--- config.mk ---
export PLATFORM = sky130hd
export DESIGN_NAME = serial_tx_flat
export DESIGN_NICKNAME = d
export VERILOG_FILES = /design/src/rtl/serial_tx_if.sv /design/src/rtl/serial_tx.sv /design/src/flat_wrapper.sv
export SDC_FILE = /design/constraint.sdc
export NUM_CORES = 1
export LEC_CHECK = 0
export ABC_AREA = 1
export CELL_PAD_IN_SITES_DETAIL_PLACEMENT = 0
export CELL_PAD_IN_SITES_GLOBAL_PLACEMENT = 2
export CORE_UTILIZATION = 30
export DETAILED_ROUTE_END_ITERATION = 8
export GPL_TIMING_DRIVEN = 0
export PLACE_DENSITY = 0.75
export SLEW_MARGIN = 0
export SYNTH_ARGS = -nofsm -noshare
export SYNTH_HDL_FRONTEND = slang
export SYNTH_SLANG_ARGS = --single-unit
--- constraint.sdc ---
create_clock -name clk -period 2 [get_ports clk]
set_input_delay 0.2 -clock clk [delete_from_list [all_inputs] [get_ports clk]]
set_output_delay 0.2 -clock clk [all_outputs]
set_load 0.03 [all_outputs]
--- src/rtl/serial_tx_if.sv ---
// ---------------------------------------------------------------------------
// serial_tx_if
// Byte handshake between a producer and serial_tx.
//   tx_data  [7:0]  byte offered by the producer (sampled on handshake)
//   tx_valid        producer has a byte on tx_data
//   tx_ready        transmitter can accept a byte this cycle
// master = producer side, slave = transmitter side.
// ---------------------------------------------------------------------------
interface serial_tx_if;
  logic [7:0] tx_data;
  logic       tx_valid;
  logic       tx_ready;

  modport master (output tx_data, output tx_valid, input tx_ready);
  modport slave  (input tx_data, input tx_valid, output tx_ready);
endinterface

--- src/rtl/serial_tx.sv ---
// ---------------------------------------------------------------------------
// serial_tx
// Parallel-in, serial-out byte transmitter. Frame on tx_out:
//   start(0), d0..d7 (LSB first), [parity], stop(1); each bit CLKS_PER_BIT clks.
// Ports:
//   clk      rising-edge clock
//   rst      asynchronous active-high reset
//   s_if     byte handshake (tx_data / tx_valid in, tx_ready out)
//   tx_out   registered serial line, idles high
//   busy     frame in progress (state != IDLE)
//   bit_idx  index of data bit being driven, 0 outside DATA
// ---------------------------------------------------------------------------
module serial_tx #(
  parameter int CLKS_PER_BIT = 4,
  parameter bit PARITY_EN    = 1'b1,
  parameter bit PARITY_ODD   = 1'b0
) (
  input  logic              clk,
  input  logic              rst,
  serial_tx_if.slave        s_if,
  output logic              tx_out,
  output logic              busy,
  output logic [2:0]        bit_idx
);

  localparam int                 CNT_W   = $clog2(CLKS_PER_BIT) + 1;
  localparam logic [CNT_W-1:0]   CNT_MAX = CNT_W'(CLKS_PER_BIT - 1);

  typedef enum logic [2:0] {
    S_IDLE,
    S_START,
    S_DATA,
    S_PARITY,
    S_STOP
  } state_t;

  state_t           r_state,  w_state_nxt;
  logic [CNT_W-1:0] r_cnt,    w_cnt_nxt;
  logic [7:0]       r_shift,  w_shift_nxt;
  logic             r_par,    w_par_nxt;
  logic [2:0]       r_bit_idx, w_bit_idx_nxt;
  logic             r_tx_out, w_tx_out_nxt;
  logic             w_bit_end;

  assign w_bit_end     = (r_cnt == CNT_MAX);
  assign s_if.tx_ready = (r_state == S_IDLE);
  assign busy          = (r_state != S_IDLE);
  assign bit_idx       = r_bit_idx;
  assign tx_out        = r_tx_out;

  always_ff @(posedge clk or posedge rst) begin
    if (rst) begin
      r_state   <= S_IDLE;
      r_cnt     <= '0;
      r_shift   <= '0;
      r_par     <= 1'b0;
      r_bit_idx <= 3'd0;
      r_tx_out  <= 1'b1;
    end else begin
      r_state   <= w_state_nxt;
      r_cnt     <= w_cnt_nxt;
      r_shift   <= w_shift_nxt;
      r_par     <= w_par_nxt;
      r_bit_idx <= w_bit_idx_nxt;
      r_tx_out  <= w_tx_out_nxt;
    end
  end

  always_comb begin
    w_state_nxt   = r_state;
    w_cnt_nxt     = r_cnt;
    w_shift_nxt   = r_shift;
    w_par_nxt     = r_par;
    w_bit_idx_nxt = r_bit_idx;
    w_tx_out_nxt  = 1'b1;

    // Baud counter runs in every non-idle state and wraps at each bit edge.
    if (r_state != S_IDLE)
      w_cnt_nxt = w_bit_end ? '0 : r_cnt + 1'b1;

    case (r_state)
      S_IDLE: begin
        if (s_if.tx_valid) begin
          w_state_nxt   = S_START;
          w_cnt_nxt     = '0;
          w_shift_nxt   = s_if.tx_data;
          w_par_nxt     = (^s_if.tx_data) ^ PARITY_ODD;
          w_bit_idx_nxt = 3'd0;
        end
      end
      S_START: begin
        if (w_bit_end) w_state_nxt = S_DATA;
      end
      S_DATA: begin
        if (w_bit_end) begin
          w_shift_nxt = {1'b0, r_shift[7:1]};
          if (r_bit_idx == 3'd7) begin
            w_bit_idx_nxt = 3'd0;
            w_state_nxt   = PARITY_EN ? S_PARITY : S_STOP;
          end else begin
            w_bit_idx_nxt = r_bit_idx + 3'd1;
          end
        end
      end
      S_PARITY: begin
        if (w_bit_end) w_state_nxt = S_STOP;
      end
      S_STOP: begin
        if (w_bit_end) w_state_nxt = S_IDLE;
      end
      default: begin
        w_state_nxt   = S_IDLE;
        w_cnt_nxt     = '0;
        w_bit_idx_nxt = 3'd0;
      end
    endcase

    // Line level is registered from the next state so tx_out lines up with
    // the state register and never glitches.
    case (w_state_nxt)
      S_START:  w_tx_out_nxt = 1'b0;
      S_DATA:   w_tx_out_nxt = w_shift_nxt[0];
      S_PARITY: w_tx_out_nxt = w_par_nxt;
      default:  w_tx_out_nxt = 1'b1;
    endcase
  end

endmodule

--- src/flat_wrapper.sv ---
// flat-port wrapper written by rule: the top's interface ports become plain ports
module serial_tx_flat 
#(
  parameter int CLKS_PER_BIT = 4,
  parameter bit PARITY_EN    = 1'b1,
  parameter bit PARITY_ODD   = 1'b0
)
  (clk, rst, tx_out, busy, bit_idx, s_if_tx_data, s_if_tx_valid, s_if_tx_ready);
  serial_tx_if s_if_i ();
  input  logic clk;
  input  logic rst;
  output logic tx_out;
  output logic busy;
  output logic [2:0] bit_idx;
  input wire logic [$bits(s_if_i.tx_data)-1:0] s_if_tx_data;
  input wire logic [$bits(s_if_i.tx_valid)-1:0] s_if_tx_valid;
  output wire logic [$bits(s_if_i.tx_ready)-1:0] s_if_tx_ready;
  assign s_if_i.tx_data = s_if_tx_data;
  assign s_if_i.tx_valid = s_if_tx_valid;
  assign s_if_tx_ready = s_if_i.tx_ready;
  serial_tx #(.CLKS_PER_BIT(CLKS_PER_BIT), .PARITY_EN(PARITY_EN), .PARITY_ODD(PARITY_ODD)) u_core (.clk(clk), .rst(rst), .s_if(s_if_i), .tx_out(tx_out), .busy(busy), .bit_idx(bit_idx));
endmodule
==> results.md <==
- Post CTS Setup Buffer Count: 0
- CTS tree: yes
- Final Wtd Congestion: 0.728
- Routed WL: 2.20 mm
- Starting Density: 31.4%
- Final setup viols: 0
- Tot GR Track Use: 12.5%
- Slew @ Worst Pin: 0.703 ns
- Mean Syn Cell Area: 7.46 um2
- Net count, final: 189
- Crit Path Category: register to output port
- Yosys warns: 0
- DRC viols: 0
- Filler Cell Count: 393
- Unique cell type count in the Yosys netlist: 23
- Power Density: 1270 nW/um2
- Max Cap Viol: 0
- Commonest non-fill, non-tap cell in the layout: nand2_1
- Largest net degree at the start of global routing: 20
- Chip height: 63.9 um
- Setup crit end kind: output port
- Congestion Overflow GR: 0
- Post-DR wirelength/cell: 9.89 um
- Worst path required time: 1.80 ns
- Fin Hold WS: 0.348 ns
- H-tree lvl count: 1
- Detailed-route via count: 983
- Largest fanout on the critical path: 6
- Setup crit start kind: register
- Die width: 63.9 um
- Commonest cells after routing, fill and taps aside: 62 x nand2_1, 22 x inv_1, 18 x dfrtp_1
- Synth Register Bits: 19
- Clock Latency Late Sink: 0.26 ns
- Share of post-route cells with drive strength above 1: 10.9%
- Number of vias per cell: 4.43
- Rel. slew slack: 53.1%
- # hold bufs at CTS: 0
- Synth Cell Area: 1150 um2
- Status: finished clean
- PortBufs: 16
- CP Data Arrival Time: 1.63 ns
- Cell count after synthesis: 154
- Max Clk Rate: 547 MHz
- Clk slew on worst S/H paths: 0.07 ns
- Hold Crit Class: primary input to asynchronous set/reset pin
- Fin crit share: 91.5%
- Sequential Area: 477 um2
- CTS max path bufs: 2
- Worst vdd ir: 0.000243 V
- Core area: 3660 um2
- Hold Fails Final Rpt: 0
- First-pass GRT wire length: 4.00 mm
- Drt first pass iters: 4
- CTS Root Cell: clkbuf_8
- Number of buffers created by CTS: 3
- Detail Placement HPWL: 1.77 mm
- Final ANT Viol Nets: 0
- Die footprint: 4080 um2
- Multi-input gate area: 582 um2
- # diodes: 0
- Ports: 17
- LEAKAGE: 0.772 nW
- Final min period: 1.83 ns
- RSZ-0062 raised after global routing: false
- Area Overhead vs Synth: 23.4%
- Initial antenna violation count: 0
- Power Total: 1.80 mW
- Max-slew violations: 0
- Setup total negative slack: 0 ns
- Net Count, Synth: 168
- Initial detailed-routing violation count: 27
- Vias in the first global route: 1002
- CTS Sinks: 19
- Row cnt: 22
- Final Skew: 0.00552 ns
- Seq/Total Area, Yosys: 41.5%
cell families after synthesis:
family                     after synthesis  share of synthesized area, %
buffers and inverters                   24                          7.84
and+or+nand+nor                         88                          35.4
AOI/OAI and AO/OA                       20                          12.0
adders and majority gates                3                          3.27
DFF                                     19                          41.5
Yosys cell counts, drive strengths merged:
library cell / n / area share [%]
a21oi: 1 / 0.76
o211ai: 1 / 0.65
a21boi: 1 / 0.65
dfstp: 1 / 2.3
a22oi: 5 / 3.3
o21ai: 10 / 4.4
ha: 3 / 3.3
nor2: 10 / 6.2
nand3: 10 / 5.2
a211oi: 1 / 1.7
nand2: 66 / 23
or2: 2 / 1.1
dfrtp: 18 / 39
inv: 24 / 7.8
o22ai: 1 / 0.55
through the flow:
| step | cell area, um2 | worst slack [ns] | instances | utilization, % |
|---|---|---|---|---|
| floorplan | 1150 | 0.590 | 154 | - |
| global placement | 1370 | 0.316 | 218 | 37.4 |
| detailed placement | 1370 | 0.301 | 218 | 37.4 |
| CTS | 1420 | 0.0135 | 222 | 38.7 |
| global route | 1420 | 0.111 | 222 | 38.7 |
| finish | 1420 | 0.170 | 222 | 38.7 |
registers in the layout, summed over array words and instances (netlist names):
signal	cells
u_core.r_shift	8
u_core.tx_out	1
u_core.bit_idx	3
u_core.r_cnt	3
u_core.r_par	1
u_core.r_state	3
power breakdown:
part	internal, mW	leakage, nW	switching, mW
Clock	0.139	0.0255	0.129
Combinational	0.334	0.508	0.550
Sequential	0.547	0.239	0.105
Total	1.02	0.772	0.784
final cells by class:
type | count | area share (%)
tap | 48 | 4.24
inverter | 24 | 6.35
timing repair buffer | 16 | 11.5
clock inverter | 1 | 0.353
sequential | 19 | 33.6
clock buffer | 3 | 2.91
multi-input combinational | 111 | 41.0
critical path, stage by stage (launching register included):
cell	delay [ns]
dfrtp_1	0.45
nor2_4	0.20
nand2_2	0.12
clkdlybuf4s50_1	0.61
path summary, 6_finish.rpt:
check | startpoint | to | slack [ns] | depth (start not counted)
worst min-delay path | rst | u_core.r_shift[2] | 0.35 | 2
worst min register to register | u_core.r_shift[3] | u_core.r_shift[3] | 0.49 | 2
worst max-delay path | u_core.r_state[2] | busy | 0.17 | 3
max in group asynchronous | rst | u_core.r_cnt[1] | 1.20 | 2
min in group clk | u_core.r_shift[3] | u_core.r_shift[3] | 0.49 | 2
worst max register to register | u_core.r_cnt[0] | u_core.tx_out | 0.47 | 8
repair_timing:
item	in CTS	in global routing
gates resized for setup	0	1
setup endpoints to repair	0	1
endpoints found under the hold margin	0	0
metal layers:
layer	GRT usage, %	vias up	part of all wire [%]
met5	0	-	0
met4	5.68	0	0.87
met3	1.61	3	2.6
met2	23.8	16	51
met1	13.6	440	46
li1	-	524	-
Power figures use the tool's default switching activity.
